<file path="config.mk">
export PLATFORM = sky130hd
export DESIGN_NAME = frame_uart_streamer
export DESIGN_NICKNAME = d
export VERILOG_FILES = /design/src/rtl/frame_stream_pkg.sv /design/src/rtl/vs_edge_sync.sv /design/src/rtl/frame_uart_streamer.sv
export SDC_FILE = /design/constraint.sdc
export NUM_CORES = 1
export LEC_CHECK = 0
export ABC_CLOCK_PERIOD_IN_PS = 4200
export CORE_AREA = 2 2 101 94
export CTS_CLUSTER_DIAMETER = 40
export DETAILED_ROUTE_END_ITERATION = 16
export DIE_AREA = 0 0 103 96
export PLACE_DENSITY = 0.66
export SETUP_SLACK_MARGIN = 0.5
export SLEW_MARGIN = 15
export SYNTH_ARGS = -nofsm -noshare
export SYNTH_HDL_FRONTEND = slang
export SYNTH_SLANG_ARGS = --single-unit
</file>
<file path="constraint.sdc">
create_clock -name Clk -period 4.2 [get_ports Clk]
set_input_delay 1.26 -clock Clk [delete_from_list [all_inputs] [get_ports Clk]]
set_output_delay 1.26 -clock Clk [all_outputs]
set_load 0.01 [all_outputs]
</file>
<file path="src/rtl/frame_stream_pkg.sv">
// Shared types and constants for the frame streamer: FSM states, default header bytes, frame counter width.
package frame_stream_pkg;

  typedef enum logic [2:0] {
    IDLE,
    GUARD_PRE,
    HDR,
    FETCH,
    SEND,
    GUARD_POST
  } state_t;

  localparam logic [7:0] DEF_HDR_BYTE0 = 8'hA5;
  localparam logic [7:0] DEF_HDR_BYTE1 = 8'h5A;
  localparam int         FRAME_CNT_W   = 16;

endpackage

</file>
<file path="src/rtl/vs_edge_sync.sv">
// Two-flop synchroniser with rising-edge detect; rise is a one-cycle pulse 2-3 cycles after the input edge.
// No backpressure: every synchronised edge produces exactly one pulse.
module vs_edge_sync (
  input  logic clk,
  input  logic rst_n,
  input  logic din,
  output logic rise
);

  logic meta;
  logic sync;
  logic sync_d;

  always_ff @(posedge clk) begin
    if (!rst_n) begin
      meta   <= 1'b0;
      sync   <= 1'b0;
      sync_d <= 1'b0;
    end else begin
      meta   <= din;
      sync   <= meta;
      sync_d <= sync;
    end
  end

  assign rise = sync & ~sync_d;

endmodule

</file>
<file path="src/rtl/frame_uart_streamer.sv">
// Streams optional header plus one RAM frame to a UART Tx after each VSYNC edge, bracketed by guard intervals.
// Pixel byte = FETCH + SEND (2 cycles min); SEND holds valid/data until Tx ready.
module frame_uart_streamer
  import frame_stream_pkg::*;
#(
  parameter int         ADDR_W          = 15,
  parameter int         BYTES_PER_FRAME = 9216,
  parameter int         GUARD_CYCLES    = 62500000,
  parameter int         CNT_W           = 26,
  parameter bit         HDR_EN          = 1'b1,
  parameter logic [7:0] HDR_BYTE0       = DEF_HDR_BYTE0,
  parameter logic [7:0] HDR_BYTE1       = DEF_HDR_BYTE1
) (
  input  logic                   Clk,
  input  logic                   i_Rst_n,
  input  logic                   i_VS,
  input  logic                   i_Mode,
  input  logic                   i_Req,
  input  logic                   i_Abort,
  output logic [ADDR_W-1:0]      o_Rd_Addr,
  input  logic [7:0]             i_Rd_Data,
  output logic                   o_Tx_Valid,
  output logic [7:0]             o_Tx_Data,
  input  logic                   i_Tx_Ready,
  output logic                   o_Frame_Indicator,
  output logic                   o_Busy,
  output logic [FRAME_CNT_W-1:0] o_Frame_Count,
  output logic                   o_Overrun
);

  localparam logic [CNT_W-1:0]  GUARD_LAST = CNT_W'((GUARD_CYCLES > 1) ? GUARD_CYCLES - 1 : 0);
  localparam logic [ADDR_W-1:0] LAST_ADDR  = ADDR_W'(BYTES_PER_FRAME - 1);

  state_t                 state_q, state_d;
  logic [CNT_W-1:0]       cnt_q, cnt_d;
  logic [ADDR_W-1:0]      addr_q, addr_d;
  logic                   hdr_sel_q, hdr_sel_d;
  logic [FRAME_CNT_W-1:0] frame_cnt_q, frame_cnt_d;
  logic                   overrun_q, overrun_d;
  logic                   pending_q, pending_d;
  logic                   vs_rise;
  logic                   xfer;

  vs_edge_sync u_vs_sync (
    .clk   (Clk),
    .rst_n (i_Rst_n),
    .din   (i_VS),
    .rise  (vs_rise)
  );

  assign o_Tx_Valid = (state_q == HDR) || (state_q == SEND);
  assign xfer       = o_Tx_Valid && i_Tx_Ready;

  // In SEND the RAM keeps re-reading a held address, so its output is already stable for the stall.
  always_comb begin
    o_Tx_Data = 8'h00;
    if (state_q == HDR)
      o_Tx_Data = hdr_sel_q ? HDR_BYTE1 : HDR_BYTE0;
    else if (state_q == SEND)
      o_Tx_Data = i_Rd_Data;
  end

  always_comb begin
    state_d     = state_q;
    cnt_d       = cnt_q;
    addr_d      = addr_q;
    hdr_sel_d   = hdr_sel_q;
    frame_cnt_d = frame_cnt_q;
    overrun_d   = overrun_q;
    pending_d   = pending_q;

    if (vs_rise && state_q != IDLE)
      overrun_d = 1'b1;

    if (i_Abort && state_q != IDLE) begin
      state_d   = IDLE;
      cnt_d     = '0;
      addr_d    = '0;
      hdr_sel_d = 1'b0;
      pending_d = 1'b0;
    end else begin
      case (state_q)
        IDLE: begin
          cnt_d = '0;
          if (i_Mode) begin
            if (vs_rise && (pending_q || i_Req)) begin
              state_d   = GUARD_PRE;
              pending_d = 1'b0;
            end else if (i_Req) begin
              pending_d = 1'b1;
            end
          end else if (vs_rise) begin
            state_d = GUARD_PRE;
          end
        end
        GUARD_PRE: begin
          if (cnt_q == GUARD_LAST) begin
            cnt_d     = '0;
            addr_d    = '0;
            hdr_sel_d = 1'b0;
            state_d   = HDR_EN ? HDR : FETCH;
          end else begin
            cnt_d = cnt_q + 1'b1;
          end
        end
        HDR: begin
          if (xfer) begin
            if (hdr_sel_q) begin
              hdr_sel_d = 1'b0;
              addr_d    = '0;
              state_d   = FETCH;
            end else begin
              hdr_sel_d = 1'b1;
            end
          end
        end
        FETCH: state_d = SEND;
        SEND: begin
          if (xfer) begin
            if (addr_q == LAST_ADDR) begin
              addr_d      = '0;
              frame_cnt_d = frame_cnt_q + 1'b1;
              cnt_d       = '0;
              state_d     = GUARD_POST;
            end else begin
              addr_d  = addr_q + 1'b1;
              state_d = FETCH;
            end
          end
        end
        GUARD_POST: begin
          if (cnt_q == GUARD_LAST) begin
            cnt_d   = '0;
            state_d = IDLE;
          end else begin
            cnt_d = cnt_q + 1'b1;
          end
        end
        default: state_d = IDLE;
      endcase
    end
  end

  always_ff @(posedge Clk) begin
    if (!i_Rst_n) begin
      state_q     <= IDLE;
      cnt_q       <= '0;
      addr_q      <= '0;
      hdr_sel_q   <= 1'b0;
      frame_cnt_q <= '0;
      overrun_q   <= 1'b0;
      pending_q   <= 1'b0;
    end else begin
      state_q     <= state_d;
      cnt_q       <= cnt_d;
      addr_q      <= addr_d;
      hdr_sel_q   <= hdr_sel_d;
      frame_cnt_q <= frame_cnt_d;
      overrun_q   <= overrun_d;
      pending_q   <= pending_d;
    end
  end

  assign o_Rd_Addr         = addr_q;
  assign o_Frame_Indicator = (state_q == IDLE);
  assign o_Busy            = (state_q != IDLE);
  assign o_Frame_Count     = frame_cnt_q;
  assign o_Overrun         = overrun_q;

endmodule

</file>
Word-level counts from Yosys, hierarchy flattened:

Index checks and enable logic that the tools add are counted.

* flip-flop bits (word level): 66
* bits in latches: 0
* memory bits (writable): 0
* ROM bits: 0
* output and inout bits: 43
* word-level logic and storage cells: 81
* memories kept: 0

* add/sub/neg operators: 3
* multipliers: 0
* div/mod/pow operators: 0
* order comparisons: 0
* eq/ne operators: 15
* shift-type cells: 0
* multiplexer cells: 29
* bitwise logic cells: 4
* reduce and logical (&&, ||, !) cells: 20

Operators by type and width (number)
* $mux W26: 3
* $pmux W26 S3: 1
* $mux W15: 5
* $pmux W15 S3: 1
* $mux W3: 9
* $add A26 B1 Y26 const B: 1
* $eq A26 B26 Y1 const B: 1
* $mux W8: 3
* $pmux W3 S6: 1
* $add A16 B1 Y16 const B: 1
* $add A15 B1 Y15 const B: 1
* $eq A15 B14 Y1 const B: 1
* $ne A2 B2 Y1 const B: 5
* $reduce_and A3 Y1: 3
* $reduce_bool A3 Y1: 3
* $reduce_and A7 Y1: 1
* $eq A3 B2 Y1 const B: 2
* $eq A3 B3 Y1 const B: 2
* $ne A3 B2 Y1 const B: 2
* $mux W1: 5
* $reduce_and A5 Y1: 1
* $logic_and A1 B1 Y1: 4
* $reduce_and A4 Y1: 1
* $reduce_bool A2 Y1: 2
* other kinds (8): 12

Longest topological paths before layout:

Gate-level depths: netlist of run 1.

* word-level depth: 6
* depth in mapped cells: 9

Modules after synthesis:

From an unflattened synthesis of run 1, not the netlist that was laid out.

* cells, all modules: 443
* area total of the unflattened synthesis: 3524.6 um2

By module, submodules not included
* frame_uart_streamer: times used 1, cells each 436, area each 3432.0 um2, seq. area each 1261.2 um2
* vs_edge_sync: times used 1, cells each 7, area each 92.6 um2, seq. area each 60.1 um2

Least setup slack after synthesis of run 1:

No wires, ideal clock.

* kind: input to output
* start point: input port i_Rd_Data[0]
* end point: output port o_Tx_Data[0]
* arrival: 1530 ps
* required time: 2940 ps
* setup slack: 1410 ps
* stages on the path: 2
* path buffers: 0
* cells stage by stage: nand2_1 -> a21oi_1

* word-level cells in the longest chain between the ends: 2

RTL lines
* start, declared: RTL line frame_uart_streamer.sv:21 `input logic [7:0] i_Rd_Data,`
* $mux W8: RTL line frame_uart_streamer.sv:59 `else if (state_q == SEND)`
* $mux W8: RTL line frame_uart_streamer.sv:57 `if (state_q == HDR)`
* end, declared: RTL line frame_uart_streamer.sv:23 `output logic [7:0] o_Tx_Data,`

Every way passes these cells.

Worst setup path in the final report of run 1:

* start point: input port i_Rd_Data[7]
* end point: output port o_Tx_Data[7]

The elaborated chain is that of the path after synthesis.

==> flow_summary.json, run 1 <==
{
  "synth_edf_count": 0,
  "relSlewSlack_pct": 54.3,
  "netlist_instances": 417,
  "peakVddDrop_mv": 0.150,
  "cp-start-kind": "primary input",
  "slowest_stage": "clkdlybuf4s50_1",
  "ys_warn_count": 0,
  "p_sw_w": 0.000273,
  "skew_ps": 13.5,
  "fp.dieH_um": 96,
  "hold_ws_ps": 449,
  "cp-end-kind": "output port",
  "min_path_type": "flip-flop to flip-flop",
  "insertion_delay_ps": 350,
  "final_cell_mix": "dfxtp_1 (66), clkdlybuf4s50_1 (49), nor2_1 (37)",
  "crit_fanout": 1,
  "cp_cell_sequence": "clkdlybuf4s50_1, nand2_1, a21oi_1, dlygate4sd2_1",
  "numCtsBuffers": 9,
  "cts_tree": "done",
  "cts_root_buf": "clkbuf_8",
  "setup_violations": 0,
  "dieArea_mm2": 0.00989,
  "finalWirelength_um": 8130,
  "num_vias": 3129,
  "fillerInstances": 901,
  "postRouteAntennaNets": 0,
  "cp.buffers_inverters": 2,
  "status": "finished clean",
  "multiInputGateArea_mm2": 0.00199,
  "ys.flop_type": "dfxtp_1",
  "drive_above_1_share_pct": 9.07,
  "slew_violations": 0,
  "ctsHoldBuffers": 0,
  "drtIter0Drc": 140,
  "boundaryPins": 58,
  "wl_per_cell_um": 13.6,
  "met2_length_um": 3690,
  "hold_viol": 0,
  "met3_length_um": 367,
  "sequentialPowerShare_pct": 51.5,
  "yosysSeqAreaShare_pct": 38.3,
  "clock_path_buffers": 2,
  "diodes": 0,
  "fp-row-count": 33,
  "ff_latch_area_mm2": 0.00132,
  "dr.pass1.iters": 4,
  "track_usage_pct": 16.8,
  "rsz0062_at_grt": "no",
  "gr-total-overflow": 0,
  "core_area_mm2": 0.00884,
  "ys_seq_elements": 66,
  "fin_util_pct": 48.5,
  "grt_pass1_vias": 2880,
  "place.gp.congestion": 0.850,
  "max_stage_delay_ps": 460,
  "synth_cell_types": 53,
  "switching_share_pct": 22.2,
  "cts_sinks": 66,
  "period_share_pct": 82.8,
  "path_class": "primary input to output port",
  "viasPerCell": 5.25,
  "avgSynthCellArea_um2": 8.28,
  "syn_nets": 435,
  "drc": 0,
  "portBuffers": 57,
  "setup_tns_ps": 0,
  "timing.fmax_ghz": 0.288,
  "dieWidth_um": 103,
  "pwr-share-clk_pct": 45.0,
  "layout_commonest_cell": "dfxtp_1",
  "post_cts_resized": 8,
  "tightestPinTransition_ps": 681,
  "finalNetCount": 487,
  "async_flop_share_pct": 0,
  "cts_setup_buffers": 0,
  "worst_ep_arrival_time_ps": 2220,
  "period_needed_ps": 3480,
  "required_ps": 2940,
  "netlist_area_mm2": 0.00345,
  "intPower_w": 0.000955,
  "clk_pin_slew_worst_paths_ps": 70,
  "pwr-share-comb_pct": 3.5,
  "area_growth_pct": 24.2,
  "hpwl_um": 5670,
  "power_leakage_nw": 1.54,
  "wl_met1_um": 3930,
  "path_delay_family": "buffers and inverters",
  "initial_core_util_pct": 39.1,
  "maxCapViolCount": 0,
  "grt_antenna_before_repair": 0,
  "grt_pass1_wl_um": 13200,
  "topRoutingLayerUsed": "met4",
  "grt_max_degree": 25,
  "cellPowerDensity_mw_per_mm2": 286,
  "ctsHtreeMaxLevel": 3
}
==> sequential cells by signal (all words and copies together), names as in the netlist <==
| name | flops |
|---|---|
| o_Overrun | 1 |
| o_Rd_Addr | 15 |
| o_Frame_Count | 16 |
| u_vs_sync.sync_d | 1 |
| state_q | 3 |
| u_vs_sync.sync | 1 |
| hdr_sel_q | 1 |
| cnt_q | 26 |
| pending_q | 1 |
| u_vs_sync.meta | 1 |
==> metrics by stage <==
step / area [um2] / power [W] / setup WS [ps] / cells
after CTS: 4290 / 0.00124 / 712 / 596
after global placement: 4090 / 0.000689 / 471 / 580
final: 4290 / 0.00123 / 722 / 596
after global routing: 4290 / 0.00127 / 628 / 596
after floorplan: 3450 / 0.000667 / 1410 / 417
after detailed placement: 4090 / 0.000689 / 430 / 580
==> synth_stat cells, drive strengths merged (2+ instances only) <==
cell type / n / area share [%]
a21boi: 4 / 1.2
o21ai: 17 / 2.8
o21a: 2 / 0.43
nand4b: 2 / 0.51
a31oi: 6 / 1.1
nor2: 48 / 6.0
dfxtp: 66 / 38
buf: 7 / 1.7
xnor2: 9 / 2.3
nor2b: 8 / 1.4
xor2: 26 / 6.6
nor4: 5 / 0.91
nand3: 28 / 4.1
nand4: 14 / 2.9
nor4b: 2 / 0.51
or4: 2 / 0.43
nand3b: 2 / 0.43
a22oi: 2 / 0.43
and4: 5 / 1.3
clkbuf: 12 / 1.3
a41oi: 2 / 0.51
a21oi: 29 / 4.2
and2: 17 / 3.1
nand2b: 2 / 0.36
nor3: 10 / 1.7
a311oi: 2 / 0.51
nand2: 31 / 3.4
or3b: 7 / 1.8
ha: 3 / 1.1
inv: 10 / 1.1
and3: 17 / 3.1
or3: 8 / 1.4
==> final timing paths <==
kind / start / endpoint / cells after the start / slack [ps]
setup / recovery: i_Rd_Data[7] / o_Tx_Data[7] / 4 / 720
hold reg to reg: u_vs_sync.sync / u_vs_sync.sync_d / 1 / 450
setup reg to reg: o_Rd_Addr[0] / cnt_q[18] / 8 / 1540
hold / removal: u_vs_sync.sync / u_vs_sync.sync_d / 1 / 450
==> cell type report <==
cell class	count	share of cell area (%)
repair buffers	60	13.6
clock inverters	4	1.17
inverters	10	0.875
clock buffers	12	3.62
multi-input cells	322	46.4
well taps	122	3.56
flip-flops and latches	66	30.8
==> worst reg2reg max path: stages, from the launching register on <==
cell and delay [ps]:
dfxtp_1 430, ha_1 290, nand4_2 190, or4_1 720, a21boi_4 220, buf_4 280
nand4_1 150, xor2_1 220, nor2_2 40
==> metal layers <==
metal / GRT usage, % / vias to the layer above
met3: 3.56 / 12
li1: - / 1596
met1: 21.8 / 1445
met2: 27.0 / 76
met4: 7.35 / 0
met5: 0 / -
==> power by group through the flow <==
stage / clock network, W / registers (W) / logic, W
CTS: 0.000565 / 0.000632 / 0.0000436
global placement: 0 / 0.000646 / 0.0000432
detailed placement: 0 / 0.000646 / 0.0000432
floorplan: 0 / 0.000644 / 0.0000236
global route: 0.000594 / 0.000632 / 0.0000472
finish: 0.000553 / 0.000632 / 0.0000430
==> kinds of logic after synthesis <==
| group | count (synthesis) | synth area share (%) |
|---|---|---|
| xor gates and xnor gates | 35 | 8.88 |
| muxes | 1 | 0.290 |
| and+or+nand+nor | 211 | 34.1 |
| buffers and inverters | 29 | 4.13 |
| adders and majority gates | 3 | 1.09 |
| DFF | 66 | 38.3 |
| AOI/OAI and AO/OA | 72 | 13.2 |
No activity file was read; power rests on OpenSTA's default activity.
==> run 2, diff against run 1 <==
--- a/config.mk
+++ b/config.mk
@@ -5,7 +5,7 @@
 export SDC_FILE = /design/constraint.sdc
 export NUM_CORES = 1
 export LEC_CHECK = 0
-export ABC_CLOCK_PERIOD_IN_PS = 4200
+export ABC_CLOCK_PERIOD_IN_PS = 3300
 export CORE_AREA = 2 2 101 94
 export CTS_CLUSTER_DIAMETER = 40
 export DETAILED_ROUTE_END_ITERATION = 16
==> constraint.sdc (replaced) <==
create_clock -name Clk -period 3.3 [get_ports Clk]
set_input_delay 0.99 -clock Clk [delete_from_list [all_inputs] [get_ports Clk]]
set_output_delay 0.99 -clock Clk [all_outputs]
set_load 0.01 [all_outputs]
==> run 2 against run 1 <==
Final area down 0.17%. Critical path type unchanged. Clock power up 9.2%. Register-to-register slack lost 870 ps. Clock skew decreased by 0.89 ps. Sequential share of layout area up 0.17 points. Global-route usage up 0.35 points. Die area unchanged. Core utilization down 0.085 points. Combinational power increased by 39%. Via count up 1.7%. First-iteration DRC count is 5.0% higher. Highest routed layer unchanged. Total power rose by 19%.
==> flow_summary.json, run 2 (synthesis results as in run 1) <==
{
  "status": "finished clean",
  "largest_register_ffs": 26,
  "final_cell_mix": "dfxtp_1 (64), clkdlybuf4s50_1 (48), nor2_1 (37)",
  "skew_ps": 12.6,
  "cp-end-kind": "output port",
  "fin_util_pct": 48.4,
  "finalPower_w": 0.00146,
  "track_usage_pct": 17.2,
  "fp-row-count": 33,
  "layout_commonest_cell": "dfxtp_1",
  "dieArea_mm2": 0.00989,
  "period_needed_ps": 2760,
  "layout.cells.non_filler": 601,
  "slew_violations": 0,
  "portBuffers": 57,
  "grt_pass1_vias": 2867,
  "cts_root_buf": "clkbuf_8",
  "viasPerCell": 5.29,
  "clock_path_buffers": 2,
  "required_ps": 2310,
  "grt_pass1_wl_um": 13500,
  "num_vias": 3181,
  "finalWirelength_um": 8250,
  "min_path_type": "flip-flop to flip-flop",
  "switching_share_pct": 25.2,
  "setup_violations": 0,
  "fp.dieH_um": 96,
  "initial_core_util_pct": 39.1,
  "peakVddDrop_mv": 0.158,
  "sequentialPowerShare_pct": 54.7,
  "wl_per_cell_um": 13.7,
  "tightestPinTransition_ps": 709,
  "ff_latch_area_mm2": 0.00133,
  "numCtsBuffers": 9,
  "dieWidth_um": 103,
  "timing.fmax_ghz": 0.363,
  "insertion_delay_ps": 350,
  "worst_ep_arrival_time_ps": 1770,
  "maxCapViolCount": 0,
  "p_sw_w": 0.000368,
  "gr-total-overflow": 0,
  "relSlewSlack_pct": 52.4,
  "dr.pass1.iters": 4,
  "diodes": 0,
  "postRouteAntennaNets": 0,
  "crit_fanout": 1,
  "fillerInstances": 875,
  "grt_antenna_before_repair": 0,
  "cts_tree": "done",
  "pwr-share-clk_pct": 41.3,
  "ctsHtreeMaxLevel": 3,
  "boundaryPins": 58,
  "intPower_w": 0.00110,
  "finalNetCount": 492,
  "top_register": "cnt_q",
  "pwr-share-comb_pct": 4.1,
  "multiInputGateArea_mm2": 0.00200,
  "grt_max_degree": 25,
  "dp_cells": 584,
  "drive_above_1_share_pct": 12.7,
  "path_class": "primary input to output port",
  "power_leakage_nw": 1.55,
  "cts_sinks": 66,
  "rsz0062_at_grt": "no",
  "hpwl_um": 5710,
  "period_share_pct": 83.5,
  "drtIter0Drc": 147,
  "area_growth_pct": 24.0,
  "cellPowerDensity_mw_per_mm2": 342,
  "drc": 0,
  "hold_viol": 0,
  "setup_tns_ps": 0,
  "place.gp.congestion": 0.867,
  "clk_pin_slew_worst_paths_ps": 70,
  "cp-start-kind": "primary input",
  "core_area_mm2": 0.00884
}
run 2: cell types whose count changed in the layout (fill, tap and decap cells not counted), sizes merged:
cell / change
dlymetal6s2s: +1
clkbuf: -3
clkinv: +3
clkinvlp: +1
bufinv: -1
dlygate4sd2: -8
clkdlybuf4s50: -1
buf: +13
run 2: final timing paths:
path | start | slack [ps] | end | depth (start not counted)
setup / recovery | i_Rd_Data[0] | 540 | o_Tx_Data[0] | 4
hold / removal | u_vs_sync.meta | 440 | u_vs_sync.sync | 1
setup reg to reg | o_Rd_Addr[0] | 670 | cnt_q[21] | 8
hold reg to reg | u_vs_sync.meta | 440 | u_vs_sync.sync | 1
run 2: stage by stage:
stage | setup WS, ps | hold WS (ps) | area (um2)
finish | 544 | 436 | 4280
global route | 502 | 454 | 4280
CTS | 507 | 441 | 4260
detailed placement | 100 | 423 | 4120
global placement | 144 | 423 | 4120
floorplan | 983 | 412 | 3450
run 2: timing repair:
action / in CTS / in global routing
hold buffers: 0 / 0
setup buffers: 0 / 1
pin swaps: 0 / 3
gates resized for setup: 36 / 3
setup endpoints to repair: 11 / 5
run 2: final cells by class:
cell class              count  area share [%]
multi-input cells         322            46.7
flip-flops and latches     66            31.0
repair buffers             65            13.9
well taps                 122            3.57
clock buffers               9            2.89
clock inverters             7            1.08
inverters                  10           0.877
run 2: worst max-delay path: stages:
cell             delay (ps)
clkdlybuf4s50_1         460
nand2_1                  50
a21oi_1                 120
buf_2                   150
run 2: power by group through the flow:
stage	sequential (W)	combinational, W	clock, W
2_1_floorplan	0.000819	0.0000301	0
6_report	0.000800	0.0000598	0.000604
3_5_place_dp	0.000820	0.0000597	0
4_1_cts	0.000801	0.0000605	0.000617
3_3_place_gp	0.000819	0.0000592	0
5_1_grt	0.000800	0.0000655	0.000648
run 2: per-layer routing:
layer	wire length [um]	track usage [%]	vias to the layer above
met4	144	7.57	0
met3	358	2.98	13
li1	-	-	1597
met5	0	0	-
met2	3790	27.4	78
met1	3960	22.7	1493
==> run 3, diff against run 2 <==
--- a/config.mk
+++ b/config.mk
@@ -5,12 +5,12 @@
 export SDC_FILE = /design/constraint.sdc
 export NUM_CORES = 1
 export LEC_CHECK = 0
-export ABC_CLOCK_PERIOD_IN_PS = 3300
+export ABC_CLOCK_PERIOD_IN_PS = 2250
 export CORE_AREA = 2 2 101 94
 export CTS_CLUSTER_DIAMETER = 40
 export DETAILED_ROUTE_END_ITERATION = 16
 export DIE_AREA = 0 0 103 96
-export PLACE_DENSITY = 0.66
+export PLACE_DENSITY = 0.68
 export SETUP_SLACK_MARGIN = 0.5
 export SLEW_MARGIN = 15
 export SYNTH_ARGS = -nofsm -noshare
==> constraint.sdc (replaced) <==
create_clock -name Clk -period 2.25 [get_ports Clk]
set_input_delay 0.675 -clock Clk [delete_from_list [all_inputs] [get_ports Clk]]
set_output_delay 0.675 -clock Clk [all_outputs]
set_load 0.01 [all_outputs]
==> run 3 against run 2 <==
Via count up 17%. Final cell count up 14%. Routed wire length up 38%. Register-to-register slack worse by 570 ps. Non-clock buffer count up 84. Highest routed layer unchanged.
==> flow_summary.json, run 3 (synthesis results as in run 1) <==
{
  "timing.fmax_ghz": 0.465,
  "numCtsBuffers": 9,
  "setup_tns_ps": 0,
  "slew_violations": 0,
  "insertion_delay_ps": 360,
  "ctsHtreeMaxLevel": 3,
  "top_register": "cnt_q",
  "hpwl_um": 6370,
  "grt_pass1_vias": 3470,
  "final_cell_mix": "buf_4 (54), buf_6 (32), dfxtp_1 (32)",
  "viasPerCell": 5.45,
  "reg2reg_slack_ps": 100,
  "min_path_type": "flip-flop to flip-flop",
  "cts_tree": "done",
  "topRoutingLayerUsed": "met4",
  "required_ps": 2500,
  "cts_sinks": 66,
  "dieArea_mm2": 0.00989,
  "num_vias": 3735,
  "relSlewSlack_pct": 65.2,
  "cp-start-kind": "flip-flop",
  "met3_length_um": 632,
  "drive_above_1_share_pct": 49.6,
  "fp-row-count": 33,
  "clk_pin_slew_worst_paths_ps": 80,
  "skew_ps": 12.5,
  "fin_util_pct": 64.3,
  "met2_length_um": 5780,
  "path_delay_family": "simple AND/OR/NAND/NOR gates",
  "gr-total-overflow": 0,
  "dp_cells": 628,
  "layout.cells.non_filler": 685,
  "crit_fanout": 5,
  "path_class": "flip-flop to flip-flop",
  "clock_path_buffers": 2,
  "rsz0062_at_grt": "yes",
  "dieWidth_um": 103,
  "finalNetCount": 576,
  "tightestPinTransition_ps": 515,
  "cp_cell_sequence": "ha_4, nand4_4, or4_4, a21boi_4, buf_6, clkbuf_16, nand4_1, xor2_1, nor2_2",
  "track_usage_pct": 21.3,
  "period_needed_ps": 2150,
  "place.gp.congestion": 0.879,
  "cp.buffers_inverters": 2,
  "slowest_stage": "or4_4",
  "initial_core_util_pct": 39.1,
  "grt_max_degree": 25,
  "peakVddDrop_mv": 0.266,
  "cp-end-kind": "flip-flop",
  "wl_per_cell_um": 16.7,
  "portBuffers": 57,
  "max_stage_delay_ps": 600,
  "boundaryPins": 58,
  "finalPower_w": 0.00224,
  "dr.pass1.iters": 5,
  "setup_violations": 0,
  "ctsHoldBuffers": 0,
  "postRouteAntennaNets": 0,
  "status": "finished clean",
  "layout_commonest_cell": "buf_4",
  "worst_ep_arrival_time_ps": 2400,
  "period_share_pct": 95.5,
  "drtIter0Drc": 174,
  "power_leakage_nw": 2.37,
  "finalWirelength_um": 11400,
  "drc": 0,
  "grt_antenna_before_repair": 0,
  "largest_register_ffs": 26,
  "maxCapViolCount": 0,
  "hold_viol": 0,
  "cts_root_buf": "clkbuf_8",
  "grt_pass1_wl_um": 16400,
  "area_growth_pct": 64.5,
  "fp.dieH_um": 96,
  "wl_met1_um": 4630,
  "diodes": 0,
  "cellPowerDensity_mw_per_mm2": 394,
  "core_area_mm2": 0.00884
}
## run 3: cell count changes in the layout (fill, tap and decap cells not counted), moves of 20 or more
cell	before	now
a21oi_1	29	9
buf_4	8	54
buf_6	0	32
clkdlybuf4s50_1	48	4
dfxtp_1	64	32
dfxtp_2	1	27
dlygate4sd2_1	0	28
## run 3: final timing paths
check,from,end,depth (start not counted)
worst min register to register,u_vs_sync.meta,u_vs_sync.sync,1
worst max-delay path,o_Rd_Addr[1],cnt_q[16],9
worst min-delay path,u_vs_sync.meta,u_vs_sync.sync,1
worst max register to register,o_Rd_Addr[1],cnt_q[16],9
## run 3: area by class of cell
| class | count | area, um2 |
|---|---|---|
| Fill cell | 728 | 3160 |
| Multi-Input combinational cell | 322 | 2550 |
| Sequential cell | 66 | 1380 |
| Timing Repair Buffer | 149 | 1380 |
| Tap cell | 122 | 153 |
| Clock buffer | 10 | 138 |
| Inverter | 10 | 42.5 |
| Clock inverter | 6 | 41.3 |
## run 3: worst register-to-register path, cell delays in order (launching register included)
cell and delay [ps]:
dfxtp_4 360, ha_4 150, nand4_4 100, or4_4 600, a21boi_4 190, buf_6 160
clkbuf_16 150, nand4_1 100, xor2_1 190, nor2_2 40
## run 3: routing by layer
metal	vias to the layer above	GRT usage [%]
met5	-	0
met2	135	37.1
met3	34	3.49
met4	0	10.1
met1	1799	25.5
li1	1767	-
## run 3: repair_timing
item	4_1_cts	5_1_grt
cloned	2	3
setup endpoints to repair	103	83
endpoints found under the hold margin	0	0
gates resized for setup	223	92
pin swaps	46	50
buffers inserted	20	16
## run 3: power by group
| part | leakage [nW] | internal, W | switching (W) | total, W |
|---|---|---|---|---|
| Clock | 0.0847 | 0.000429 | 0.000509 | 0.000939 |
| Combinational | 1.73 | 0.0000633 | 0.0000683 | 0.000132 |
| Sequential | 0.552 | 0.00116 | 0.00000365 | 0.00117 |
| Total | 2.37 | 0.00166 | 0.000581 | 0.00224 |
## run 3: metrics by stage
stage | worst slack [ps] | hold slack, ps | instance area, um2
floorplan | 138 | 412 | 3550
global placement | -272 | 421 | 4580
detailed placement | -290 | 433 | 4580
CTS | 153 | 451 | 5240
global route | 25.0 | 481 | 5680
finish | 101 | 444 | 5680
